**config.mk**
```make
export PLATFORM = sky130hd
export DESIGN_NAME = pipe_ctrl
export DESIGN_NICKNAME = d
export VERILOG_FILES = /design/src/rtl/pipe_ctrl_pkg.sv /design/src/rtl/pipe_ctrl_perf_counter.sv /design/src/rtl/pipe_ctrl.sv
export SDC_FILE = /design/constraint.sdc
export NUM_CORES = 1
export LEC_CHECK = 0
export CORE_ASPECT_RATIO = 0.9
export CORE_MARGIN = 2
export CORE_UTILIZATION = 56
export CTS_BUF_LIST = sky130_fd_sc_hd__clkbuf_2
export DETAILED_ROUTE_END_ITERATION = 12
export HOLD_SLACK_MARGIN = 0.15
export PLACE_DENSITY_LB_ADDON = 0.2
export RECOVER_POWER = 100
export SETUP_SLACK_MARGIN = 0.4
export SYNTH_ARGS = -nofsm -noshare
export SYNTH_HDL_FRONTEND = slang
export SYNTH_SLANG_ARGS = --single-unit
export TNS_END_PERCENT = 50
```
**constraint.sdc**
```tcl
create_clock -name clk -period 5.45 [get_ports clk]
set_input_delay 1.09 -clock clk [delete_from_list [all_inputs] [get_ports clk]]
set_output_delay 1.09 -clock clk [all_outputs]
set_load 0.02 [all_outputs]
```
**src/rtl/pipe_ctrl_pkg.sv**
```systemverilog
// pipe_ctrl_pkg: shared pipeline types, default stage constants and action resolution
package pipe_ctrl_pkg;
  localparam int DEF_NUM_STAGES = 5;
  localparam int DEF_BR_STAGE = 2;
  typedef struct packed {
    logic pc_en;
    logic pc_redirect;
  } control_type;
  typedef enum logic [1:0] {NORMAL, LOAD_USE, REDIRECT, FROZEN} action_e;
  function automatic action_e resolve(input logic stall, input logic redir, input logic lu);
    return stall ? FROZEN : redir ? REDIRECT : lu ? LOAD_USE : NORMAL;
  endfunction
endpackage

```
**src/rtl/pipe_ctrl_perf_counter.sv**
```systemverilog
// perf_counter: saturating event counter with synchronous clear
module perf_counter #(
  parameter int CNT_W = 32
) (
  input  logic             clk,
  input  logic             rst,
  input  logic             clr,
  input  logic             inc,
  output logic [CNT_W-1:0] cnt
);
  always_ff @(posedge clk)
    if (rst || clr) cnt <= '0;
    else if (inc && !(&cnt)) cnt <= cnt + 1'b1;
endmodule

```
**src/rtl/pipe_ctrl.sv**
```systemverilog
// pipe_ctrl: pipeline enable/bubble/redirect control with valid tracking, perf counters and stall watchdog
module pipe_ctrl
  import pipe_ctrl_pkg::*;
#(
  parameter int NUM_STAGES = DEF_NUM_STAGES,
  parameter int BR_STAGE   = DEF_BR_STAGE,
  parameter int XLEN       = 32,
  parameter int CNT_W      = 32,
  parameter int MAX_STALL  = 255
) (
  input  logic                  clk,
  input  logic                  rst,
  input  logic                  ext_stall,
  input  logic                  load_use,
  input  logic                  redirect_valid,
  input  logic [XLEN-1:0]       redirect_target,
  input  logic                  perf_clr,
  output logic                  pc_en,
  output logic                  pc_redirect,
  output logic [XLEN-1:0]       pc_target,
  output logic [NUM_STAGES-2:0] reg_en,
  output logic [NUM_STAGES-2:0] reg_bubble,
  output logic [NUM_STAGES-1:0] stage_valid,
  output logic [CNT_W-1:0]      cyc_cnt,
  output logic [CNT_W-1:0]      ret_cnt,
  output logic [CNT_W-1:0]      stall_cnt,
  output logic [CNT_W-1:0]      flush_cnt,
  output logic                  stall_timeout
);
  localparam int W = NUM_STAGES - 1;
  localparam int RW = $clog2(MAX_STALL + 1);
  // bit k-1 of reg_en/reg_bubble controls the register feeding stage k
  localparam logic [W-1:0] BR_MASK = W'((1 << BR_STAGE) - 1);
  localparam logic [W-1:0] LU_EN = ~W'(1);
  localparam logic [W-1:0] LU_BUB = W'(2);
  action_e act;
  control_type ctl;
  logic pend_v;
  logic [XLEN-1:0] pend_t;
  logic [NUM_STAGES-1:0] sv_nxt;
  logic [RW-1:0] run;
  always_comb begin
    act = resolve(ext_stall, redirect_valid | pend_v, load_use);
    ctl.pc_en = !rst && (act == NORMAL || act == REDIRECT);
    ctl.pc_redirect = !rst && act == REDIRECT;
    reg_en = (rst || act == FROZEN) ? '0 : act == LOAD_USE ? LU_EN : '1;
    reg_bubble = rst ? '0 : act == REDIRECT ? BR_MASK : act == LOAD_USE ? LU_BUB : '0;
    pc_target = (ctl.pc_redirect && redirect_valid) ? redirect_target : pend_v ? pend_t : '0;
    sv_nxt = stage_valid;
    sv_nxt[0] = 1'b1;
    for (int k = 1; k < NUM_STAGES; k++)
      if (reg_en[k-1]) sv_nxt[k] = !reg_bubble[k-1] && stage_valid[k-1];
  end
  assign pc_en = ctl.pc_en;
  assign pc_redirect = ctl.pc_redirect;
  always_ff @(posedge clk)
    if (rst) stage_valid <= '0;
    else if (!ext_stall) stage_valid <= sv_nxt;
  // redirects seen while frozen are held until the pipe can take them
  always_ff @(posedge clk)
    if (rst) begin
      pend_v <= 1'b0;
      pend_t <= '0;
    end else if (ext_stall && redirect_valid) begin
      pend_v <= 1'b1;
      pend_t <= redirect_target;
    end else if (act == REDIRECT) pend_v <= 1'b0;
  always_ff @(posedge clk)
    if (rst) begin
      run <= '0;
      stall_timeout <= 1'b0;
    end else begin
      run <= !ext_stall ? '0 : run == RW'(MAX_STALL) ? run : run + 1'b1;
      if (ext_stall && run == RW'(MAX_STALL - 1)) stall_timeout <= 1'b1;
    end
  perf_counter #(.CNT_W(CNT_W)) u_cyc (.clk, .rst, .clr(perf_clr), .inc(1'b1), .cnt(cyc_cnt));
  perf_counter #(.CNT_W(CNT_W)) u_ret (.clk, .rst, .clr(perf_clr), .inc(stage_valid[NUM_STAGES-1] && !ext_stall), .cnt(ret_cnt));
  perf_counter #(.CNT_W(CNT_W)) u_stall (.clk, .rst, .clr(perf_clr), .inc(ext_stall || act == LOAD_USE), .cnt(stall_cnt));
  perf_counter #(.CNT_W(CNT_W)) u_flush (.clk, .rst, .clr(perf_clr), .inc(act == REDIRECT), .cnt(flush_cnt));
endmodule

```
==> After elaboration in Yosys (flattened, before gate mapping) <==
Cells that the tools add are included.
{ "word_totals": {"output_inout_bits": 176, "wordCells": 74, "inputBits": 38, "reg_bits": 175} }
{ "classes": {"addsub": 5, "eq_ne": 5, "n_reduce_logical": 37, "mux": 12, "bitwise_logic": 2} }
{ "op_table": {"columns": ["cell", "n"], "rows": [
  ["$add A32 B1 Y32 const B", 4],
  ["$reduce_and A32 Y1", 4],
  ["$mux W32", 2],
  ["$eq A8 B8 Y1 const B", 2],
  ["$logic_and A1 B1 Y1", 13],
  ["$mux W2", 5],
  ["$add A8 B1 Y8 const B", 1],
  ["$reduce_and A2 Y1", 4],
  ["$logic_not A1 Y1", 7],
  ["$eq A2 B2 Y1 const B", 2],
  ["$logic_or A1 B1 Y1", 4],
  ["$mux W1", 4],
  ["$mux W4", 1],
  ["$eq A2 B1 Y1 const B", 1],
  ["$logic_not A1 Y1 const A", 2],
  ["$logic_not A2 Y1", 1],
  ["$reduce_bool A2 Y1", 1],
  ["$reduce_or A2 Y1", 1],
  ["$not A1 Y1", 1],
  ["$or A1 B1 Y1", 1]
]} }

==> Logic depth before layout (Yosys ltp) <==
Gate-level depths: netlist (run 1).
{ "logic_depth": {"depth_word": 9, "mapped_depth": 11, "mapped_depth_nobuf": 9} }

==> Hierarchy <==
From an unflattened synthesis (run 1), not the netlist that was laid out.
{ "hier_totals": {"hier_cells": 1118, "hier_area_um2": 8901.0} }
{ "by_module_without_submodules": {"columns": ["mod", "cells_each", "area_per_inst_um2", "instances"], "rows": [
  ["perf_counter", 194, 1636.6, 4],
  ["pipe_ctrl", 342, 2354.8, 1]
]} }

==> Least setup slack after synthesis (run 1) <==
OpenSTA, ideal clock, no wires.
{ "synth_path": {"path_type": "input -> output", "startpoint": "input port ext_stall", "endpoint": "output port pc_target[10]", "stages": 10, "setup_slack_ns": 0.949, "required_time_ns": 4.360, "arrival_time_ns": 3.411, "cell_sequence": "clkbuf_1 > a21oi_1 > ha_1 > clkbuf_1 > nor2b_1 > and2_1 > clkbuf_1 > clkbuf_1 > nand2_1 > o21ai_0"} }
{ "synth_between": {"elab_chain_cells": 5} }
{ "synth_rtl": {"columns": ["item", "line", "rtl"], "rows": [
  ["start, declared", "pipe_ctrl.sv:13", "input logic ext_stall,"],
  ["$mux W2", "pipe_ctrl_pkg.sv:11", "return stall ? FROZEN : redir ? REDIRECT : lu ? LOAD_USE : NORMAL;"],
  ["$eq A2 B2 Y1", "pipe_ctrl.sv:45", "ctl.pc_redirect = !rst && act == REDIRECT;"],
  ["$logic_and A1 B1 Y1", "pipe_ctrl.sv:45", null],
  ["via pc_redirect", "pipe_ctrl.sv:19", "output logic pc_redirect,"],
  ["$logic_and A1 B1 Y1", "pipe_ctrl.sv:48", "pc_target = (ctl.pc_redirect && redirect_valid) ? redirect_target : pend_v ? pend_t : '0;"],
  ["$mux W32", "pipe_ctrl.sv:48", null],
  ["end, declared", "pipe_ctrl.sv:20", "output logic [XLEN-1:0] pc_target,"]
]} }
The timed path passes the listed nets, and every way through them passes these cells.

==> Worst setup path in the final report (run 1) <==
{ "layout_path": {"startpoint": "input port perf_clr", "endpoint": "register u_ret.cnt[22]"} }
{ "layout_between": {"elab_chain_cells": 1} }
{ "layout_rtl": {"columns": ["item", "line", "rtl"], "rows": [
  ["start, declared", "pipe_ctrl.sv:17", "input logic perf_clr,"],
  ["$logic_or A1 B1 Y1", "pipe_ctrl_perf_counter.sv:12", "if (rst || clr) cnt <= '0;"],
  ["end signal, assigned", "pipe_ctrl_perf_counter.sv:13", "else if (inc && !(&cnt)) cnt <= cnt + 1'b1;"],
  ["end, declared", "pipe_ctrl_perf_counter.sv:9", "output logic [CNT_W-1:0] cnt"]
]} }
No other way between the ends.
A chain may end at the register's enable or synchronous reset.

==> results of run 1 <==
## metal layers
layer / up-vias / GRT usage / share of wire
li1: 4303 / - / -
met1: 4067 / 0.370 / 0.47
met2: 214 / 0.420 / 0.46
met3: 32 / 0.0558 / 0.048
met4: 0 / 0.0801 / 0.019
met5: - / 0 / 0
## per-stage QoR
stage                     worst slack, ns  utilization
after floorplan                     0.949            -
after global placement              0.715        0.708
after detailed placement            0.595        0.708
after CTS                           0.579        0.722
after global routing                0.277        0.715
final                               0.467        0.715
## cell usage in the layout (no fill, tap or decap), types with 11 or more instances in the layout
| master | n |
|---|---|
| o21ai_0 | 56 |
| nand4_1 | 36 |
| nor2_1 | 100 |
| nand2_1 | 195 |
| xor2_1 | 11 |
| dlygate4sd3_1 | 176 |
| nor4_1 | 20 |
| and4_1 | 21 |
| a21oi_1 | 92 |
| dfxtp_1 | 175 |
| inv_1 | 19 |
| nand3_1 | 43 |
| or4_1 | 24 |
| or3_1 | 26 |
| a31oi_1 | 11 |
| a211oi_1 | 16 |
| nor3_1 | 12 |
| and3_1 | 13 |
| xnor2_1 | 52 |
| clkdlybuf4s50_1 | 34 |
| o31ai_1 | 19 |
| clkbuf_2 | 18 |
## sequential cells by signal (all words and copies together) (netlist names)
| name | count |
|---|---|
| stage_valid | 5 |
| u_flush.cnt | 32 |
| u_stall.cnt | 32 |
| u_ret.cnt | 32 |
| pend_t | 32 |
| stall_timeout | 1 |
| pend_v | 1 |
| run | 8 |
| u_cyc.cnt | 32 |
## worst max path at each step
stage | start | to | cells past startpoint
after global placement | redirect_valid | pc_target[27] | 10
after CTS | redirect_valid | pc_target[24] | 10
after floorplan | ext_stall | pc_target[10] | 10
final | perf_clr | u_ret.cnt[22] | 5
after detailed placement | redirect_valid | pc_target[24] | 10
after global routing | perf_clr | u_ret.cnt[22] | 5
## cells by family (layout without fill, tap and decap cells)
kind of cell             count (synthesis)  count (layout)  synth area share
AND/OR/NAND/NOR                        526             526             0.302
AO/OA/AOI/OAI                          235             235             0.171
flip-flops                             175             175             0.399
buffers and inverters                   87             270            0.0443
XOR/XNOR                                63              63            0.0628
adder cells (fa/ha/maj)                  8               8            0.0114
multiplexers                             8               8           0.00926
other                                    1               2          0.000427
## layout make-up
class,instances,area [um2]
multi-input combinational,842,4800
fill,1324,4390
tap,202,253
sequential,175,3500
clock inverter,14,121
clock buffer,18,90.1
timing repair buffer,219,2160
inverter,19,71.3
## tightest hold or removal path, cell delays in order, from the launching register on
cell and delay (ns):
dfxtp_1 0.36, nand2_1 0.05, a21oi_1 0.05
## power by group through the flow
| stage | Clock (mW) | Sequential, mW | Combinational [mW] |
|---|---|---|---|
| after floorplan | 0 | 1.33 | 0.0942 |
| after global placement | 0 | 1.33 | 0.170 |
| after detailed placement | 0 | 1.33 | 0.172 |
| after CTS | 0.633 | 1.31 | 0.172 |
| final | 0.621 | 1.31 | 0.164 |
| after global routing | 0.696 | 1.31 | 0.180 |
==> summary.md, run 1 <==
| Metric | Value |
|---|---|
| Unique masters post-synth | 64 |
| Post-CTS Hold Buffers | 0 |
| Top cell type's share of synthesized area | 0.399 |
| Clock slew at reported path FFs | 0.22 ns |
| Placed inst area | 0.0109 mm2 |
| I/O Buffers | 211 |
| Post-placement cell count | 1457 |
| Top fanout value on the critical path | 85 |
| Worst Tran Pin Value | 3.07 ns |
| FF-to-FF End | u_ret.cnt[11] |
| Layout cell share with drive strength beyond 1 | 0.0381 |
| Worst-Skew Late Latency | 0.73 ns |
| Routability cong. | 0.879 |
| Drt first pass iters | 7 |
| I/O pin count | 214 |
| Final nets | 1320 |
| Initial drt markers | 498 |
| Final Max Tran Viols | 138 |
| Total track usage | 0.267 |
| Unrepaired setup endpoints after global routing | false |
| Post-synth top area cell | dfxtp_1 |
| Buffers & Inverters on Critical Path | 2 |
| CTS tree | built |
| Avg Synthesized Cell Area | 7.96 um2 |
| Hold Path Sink | pend_t[13] |
| Sequential share of the synthesized area | 0.399 |
| Initial Util | 0.571 |
| Drt total wl | 22.6 mm |
| Clk root buf | clkbuf_2 |
| DRC violations left | 0 |
| Worst rel slew slack | -1.05 |
| Die ar. | 0.0167 mm2 |
| Top Family by Delay on Critical Path | simple AND/OR/NAND/NOR gates |
| CTS sink cnt | 175 |
| Core footprint | 0.0154 mm2 |
| NetSw | 567 uW |
| Critical-path top delay cell | or2_1 |
| Total number of yosys warnings | 0 |
| First-pass GRT wire length | 36.6 mm |
| VDD IR max | 138 uV |
| Total power | 2.09 mW |
| Max Freq | 201 MHz |
| Die width | 136 um |
| Hold wc startpoint | pend_t[13] |
| CTS Buf Count | 17 |
| Setup repair bufs after CTS | 0 |
| Clk pwr share | 0.297 |
| Netlist Area Pre-Place | 0.00878 mm2 |
| Initial antenna violation count | 0 |
| HPWL after DPL | 16.2 mm |
| EDFF count, synth | 0 |
| Ant diodes | 0 |
| Synth Flop Type | dfxtp_1 |
| Post-synth top cells | 195 x nand2_1, 175 x dfxtp_1, 101 x nor2_1, 92 x a21oi_1, 56 x o21ai_0 |
| CP Capture Type | flip-flop |
| Critical path, cell by cell | dlygate4sd3_1 -> or2_1 -> clkbuf_1 -> nor2_1 -> a41o_1 |
| Critical path type | in -> reg |
| Largest net degree at the start of global routing | 86 |
| WL per Instance | 15.2 um |
| Vias/cell | 5.79 |
| Flop-to-flop setup slack | 1.97 ns |
| Detail Route Antenna Nets | 0 |
| Synth Instances | 1103 |
| Flop pwr share | 0.625 |
| DIE HEIGHT | 123 um |
| Max incr delay on CP | 2.24 ns |
| Pwr dens | 190 mW/mm2 |
| Critical Path RT | 6.09 ns |
| Final Cell Area | 0.0110 mm2 |
| Total global routing overflow | 0 |
| Clock buffer depth | 2 |
| Number of global-route vias before repair | 7618 |
| Top cells by area, synth | dfxtp_1 40%, nand2_1 8.3%, a21oi_1 5.2% |
| Worst reg2reg path startpoint | u_ret.cnt[4] |
| Total number of vias | 8616 |
| Hold WS | 0.471 ns |
| Max-cap violations | 3 |
| Cell Count, Final, Fillers Out | 1489 |
| Lkg Pwr | 4.02 nW |
| Period minus WS final | 4.98 ns |
| Sw Share | 0.271 |
| Outcome | finished with violations |
| Rows | 43 |
| Setup Viol. Count Final | 0 |
| Hold Vio Cnt, Final | 0 |
| Gate power share | 0.078 |
| H-tree levels | 4 |
| Layout area overhead | 25.2% |
| Post_cts resized | 0 |
| Hold Crit Depth | 2 |
| Fin Setup TNS | 0 ns |
| Most numerous cell in the Yosys netlist | nand2_1 |
| Worst r2r path cells | 5 |
| Ys async rst share | 0 |
| Period utilization | 0.914 |
| Failing checks | max-capacitance violations, max-slew violations |
| Worst hold path type | reg -> reg |
| Synth Register Bits | 175 |
| Setup Skew | 0.0289 ns |
| Startpoint Class | input pin |
| Internal | 1.53 mW |
| Critical Path AT | 5.62 ns |
No activity file was read; power rests on OpenSTA's default activity.
==> run 2: changes to the inputs <==
Settings changed: SLEW_MARGIN set to 20.
==> run 2 against run 1 <==
  * The run still ends with max-capacitance violations, max-slew violations left
  * Final cell count barely moved
  * Utilization rose by 0.23 points
  * Combinational power barely moved
  * Via count rose by 0.26%
  * Die area did not move
  * First-iteration DRC count rose by 8.6%
  * Global-route usage did not move
  * Sequential share of layout area fell by 0.10 points
  * Sequential cell count did not move
  * Power barely moved
  * Sequential power barely moved
  * Register-to-register slack barely moved
  * Critical endpoint unchanged
==> summary.md, run 2 (synthesis results as in run 1) <==
| Metric | Value |
|---|---|
| Outcome | finished with violations (unchanged) |
| Failing checks | max-capacitance violations, max-slew violations (unchanged) |
| Most frequent cells in the layout | 194 x nand2_1, 176 x dlygate4sd3_1, 175 x dfxtp_1, 100 x nor2_1, 92 x a21oi_1 (was 195 x nand2_1, 176 x dlygate4sd3_1, 175 x dfxtp_1, 100 x nor2_1, 92 x a21oi_1) |
| Critical path type | in -> reg (unchanged) |
| CTS Buf Count | 17 (unchanged) |
| Worst hold path type | reg -> reg (unchanged) |
| Initial Util | 0.571 (unchanged) |
| Buffers & Inverters on Critical Path | 2 (unchanged) |
| Clock buffer depth | 2 (unchanged) |
| Max incr delay on CP | 2.22 ns (was 2.24 ns) |
| Number of global-route vias before repair | 7618 (unchanged) |
| Worst-Skew Late Latency | 0.73 ns (about the same) |
| Flop pwr share | 0.625 (about the same) |
| Unrepaired setup endpoints after global routing | false (unchanged) |
| Period utilization | 0.905 (was 0.914) |
| Vias/cell | 5.80 (was 5.79) |
| I/O Buffers | 211 (unchanged) |
| Worst rel slew slack | -1.01 (was -1.05) |
| VDD IR max | 138 uV (about the same) |
| Setup Viol. Count Final | 0 (unchanged) |
| Layout cell share with drive strength beyond 1 | 0.0404 (was 0.0381) |
| Core footprint | 0.0154 mm2 (unchanged) |
| Gate power share | 0.079 (was 0.078) |
| WL per Instance | 15.2 um (about the same) |
| Most common cell after layout, fill and taps aside | nand2_1 (unchanged) |
| Setup Skew | 0.0302 ns (was 0.0289 ns) |
| Top Family by Delay on Critical Path | simple AND/OR/NAND/NOR gates (unchanged) |
| H-tree levels | 4 (unchanged) |
| Clock slew at reported path FFs | 0.22 ns (about the same) |
| Pwr dens | 190 mW/mm2 (about the same) |
| Ant diodes | 0 (unchanged) |
| Initial antenna violation count | 0 (unchanged) |
| Total global routing overflow | 0 (unchanged) |
| Routability cong. | 0.879 (unchanged) |
| Clk pwr share | 0.297 (about the same) |
| Total track usage | 0.267 (unchanged) |
| Post-place setup slack | 0.595 ns (unchanged) |
| Critical Path RT | 6.09 ns (about the same) |
| Clk root buf | clkbuf_2 (unchanged) |
| Hold Vio Cnt, Final | 0 (unchanged) |
| Max Freq | 203 MHz (was 201 MHz) |
| Startpoint Class | input pin (unchanged) |
| PnR worst setup slack | 0.519 ns (was 0.467 ns) |
| Final Max Tran Viols | 138 (unchanged) |
| Period minus WS final | 4.93 ns (was 4.98 ns) |
| CTS tree | built (unchanged) |
| Max-cap violations | 3 (unchanged) |
| Internal | 1.53 mW (about the same) |
| CTS sink cnt | 175 (unchanged) |
| Fin Setup TNS | 0 ns (unchanged) |
| Rows | 43 (unchanged) |
| Sw Share | 0.271 (about the same) |
| Critical path, cell by cell | dlygate4sd3_1 -> or2_1 -> clkbuf_1 -> nor2_1 -> a41o_1 (unchanged) |
| DRC violations left | 0 (unchanged) |
| Total number of vias | 8638 (was 8616) |
| Layout area overhead | 25.6% (was 25.2%) |
| CP Capture Type | flip-flop (unchanged) |
| Die width | 136 um (unchanged) |
| Detail Route Antenna Nets | 0 (unchanged) |
| Critical-path top delay cell | or2_1 (unchanged) |
| Critical Path AT | 5.57 ns (was 5.62 ns) |
| Die ar. | 0.0167 mm2 (unchanged) |
| Final nets | 1321 (was 1320) |
| First-pass GRT wire length | 36.6 mm (unchanged) |
| Post-placement cell count | 1457 (unchanged) |
| Setup repair bufs after CTS | 0 (unchanged) |
| Lkg Pwr | 4.03 nW (was 4.02 nW) |
| Drt first pass iters | 7 (unchanged) |
| Top fanout value on the critical path | 85 (unchanged) |
| HPWL after DPL | 16.2 mm (unchanged) |
| Initial drt markers | 541 (was 498) |
| NetSw | 568 uW (was 567 uW) |
| Drt total wl | 22.7 mm (was 22.6 mm) |
| I/O pin count | 214 (unchanged) |
| DIE HEIGHT | 123 um (unchanged) |
| Fill cells | 1322 (was 1324) |
| Largest net degree at the start of global routing | 86 (unchanged) |
| Cell Count, Final, Fillers Out | 1490 (was 1489) |
| Worst Tran Pin Value | 3.02 ns (was 3.07 ns) |
run 2: power by group through the flow:
stage          logic (mW)  clock network, mW  registers [mW]
2_1_floorplan      0.0942                  0            1.33
3_3_place_gp        0.170                  0            1.33
3_5_place_dp        0.172                  0            1.33
4_1_cts             0.172              0.633            1.31
5_1_grt             0.180              0.696            1.31
6_report            0.165              0.621            1.31
run 2: tightest hold or removal path, delay by kind of cell (launching register included):
kind / cells / cell delay (ns)
and+or+nand+nor: 1 / 0.05
DFF: 1 / 0.36
AOI/OAI and AO/OA: 1 / 0.05
run 2: worst paths after layout:
kind	slack, ns	start	cells past startpoint	endpoint
max	0.52	perf_clr	5	u_ret.cnt[22]
min	0.47	pend_t[13]	2	pend_t[13]
max reg2reg	1.97	u_ret.cnt[4]	5	u_ret.cnt[11]
min reg2reg	0.47	pend_t[13]	2	pend_t[13]
run 2: cell type report:
class                      instances  area [um2]  share of cell area
clock buffer                      18        90.1             0.00817
clock inverter                    14         121              0.0110
inverter                          19        71.3             0.00646
multi-input combinational        842        4820               0.437
sequential                       175        3500               0.318
tap                              202         253              0.0229
timing repair buffer             220        2170               0.197
run 2: metal layers:
metal  up-vias  global-route usage  wire (um)
li1       4309                   -          -
met1      4064               0.370      10600
met2       231               0.420      10500
met3        34              0.0558       1120
met4         0              0.0801        456
met5         -                   0          0
run 2: stage by stage:
step | power (mW) | hold slack [ns] | utilization | instance area, um2
2_1_floorplan | 1.43 | 0.436 | - | 8790
3_3_place_gp | 1.50 | 0.442 | 0.708 | 10900
3_5_place_dp | 1.50 | 0.447 | 0.708 | 10900
4_1_cts | 2.11 | 0.471 | 0.722 | 11100
5_1_grt | 2.19 | 0.489 | 0.717 | 11000
6_report | 2.09 | 0.471 | 0.717 | 11000
run 2: what timing repair did:
action,4_1_cts,5_1_grt
resized for setup,0,1
hold buffers,0,0
setup endpoints to repair,0,32
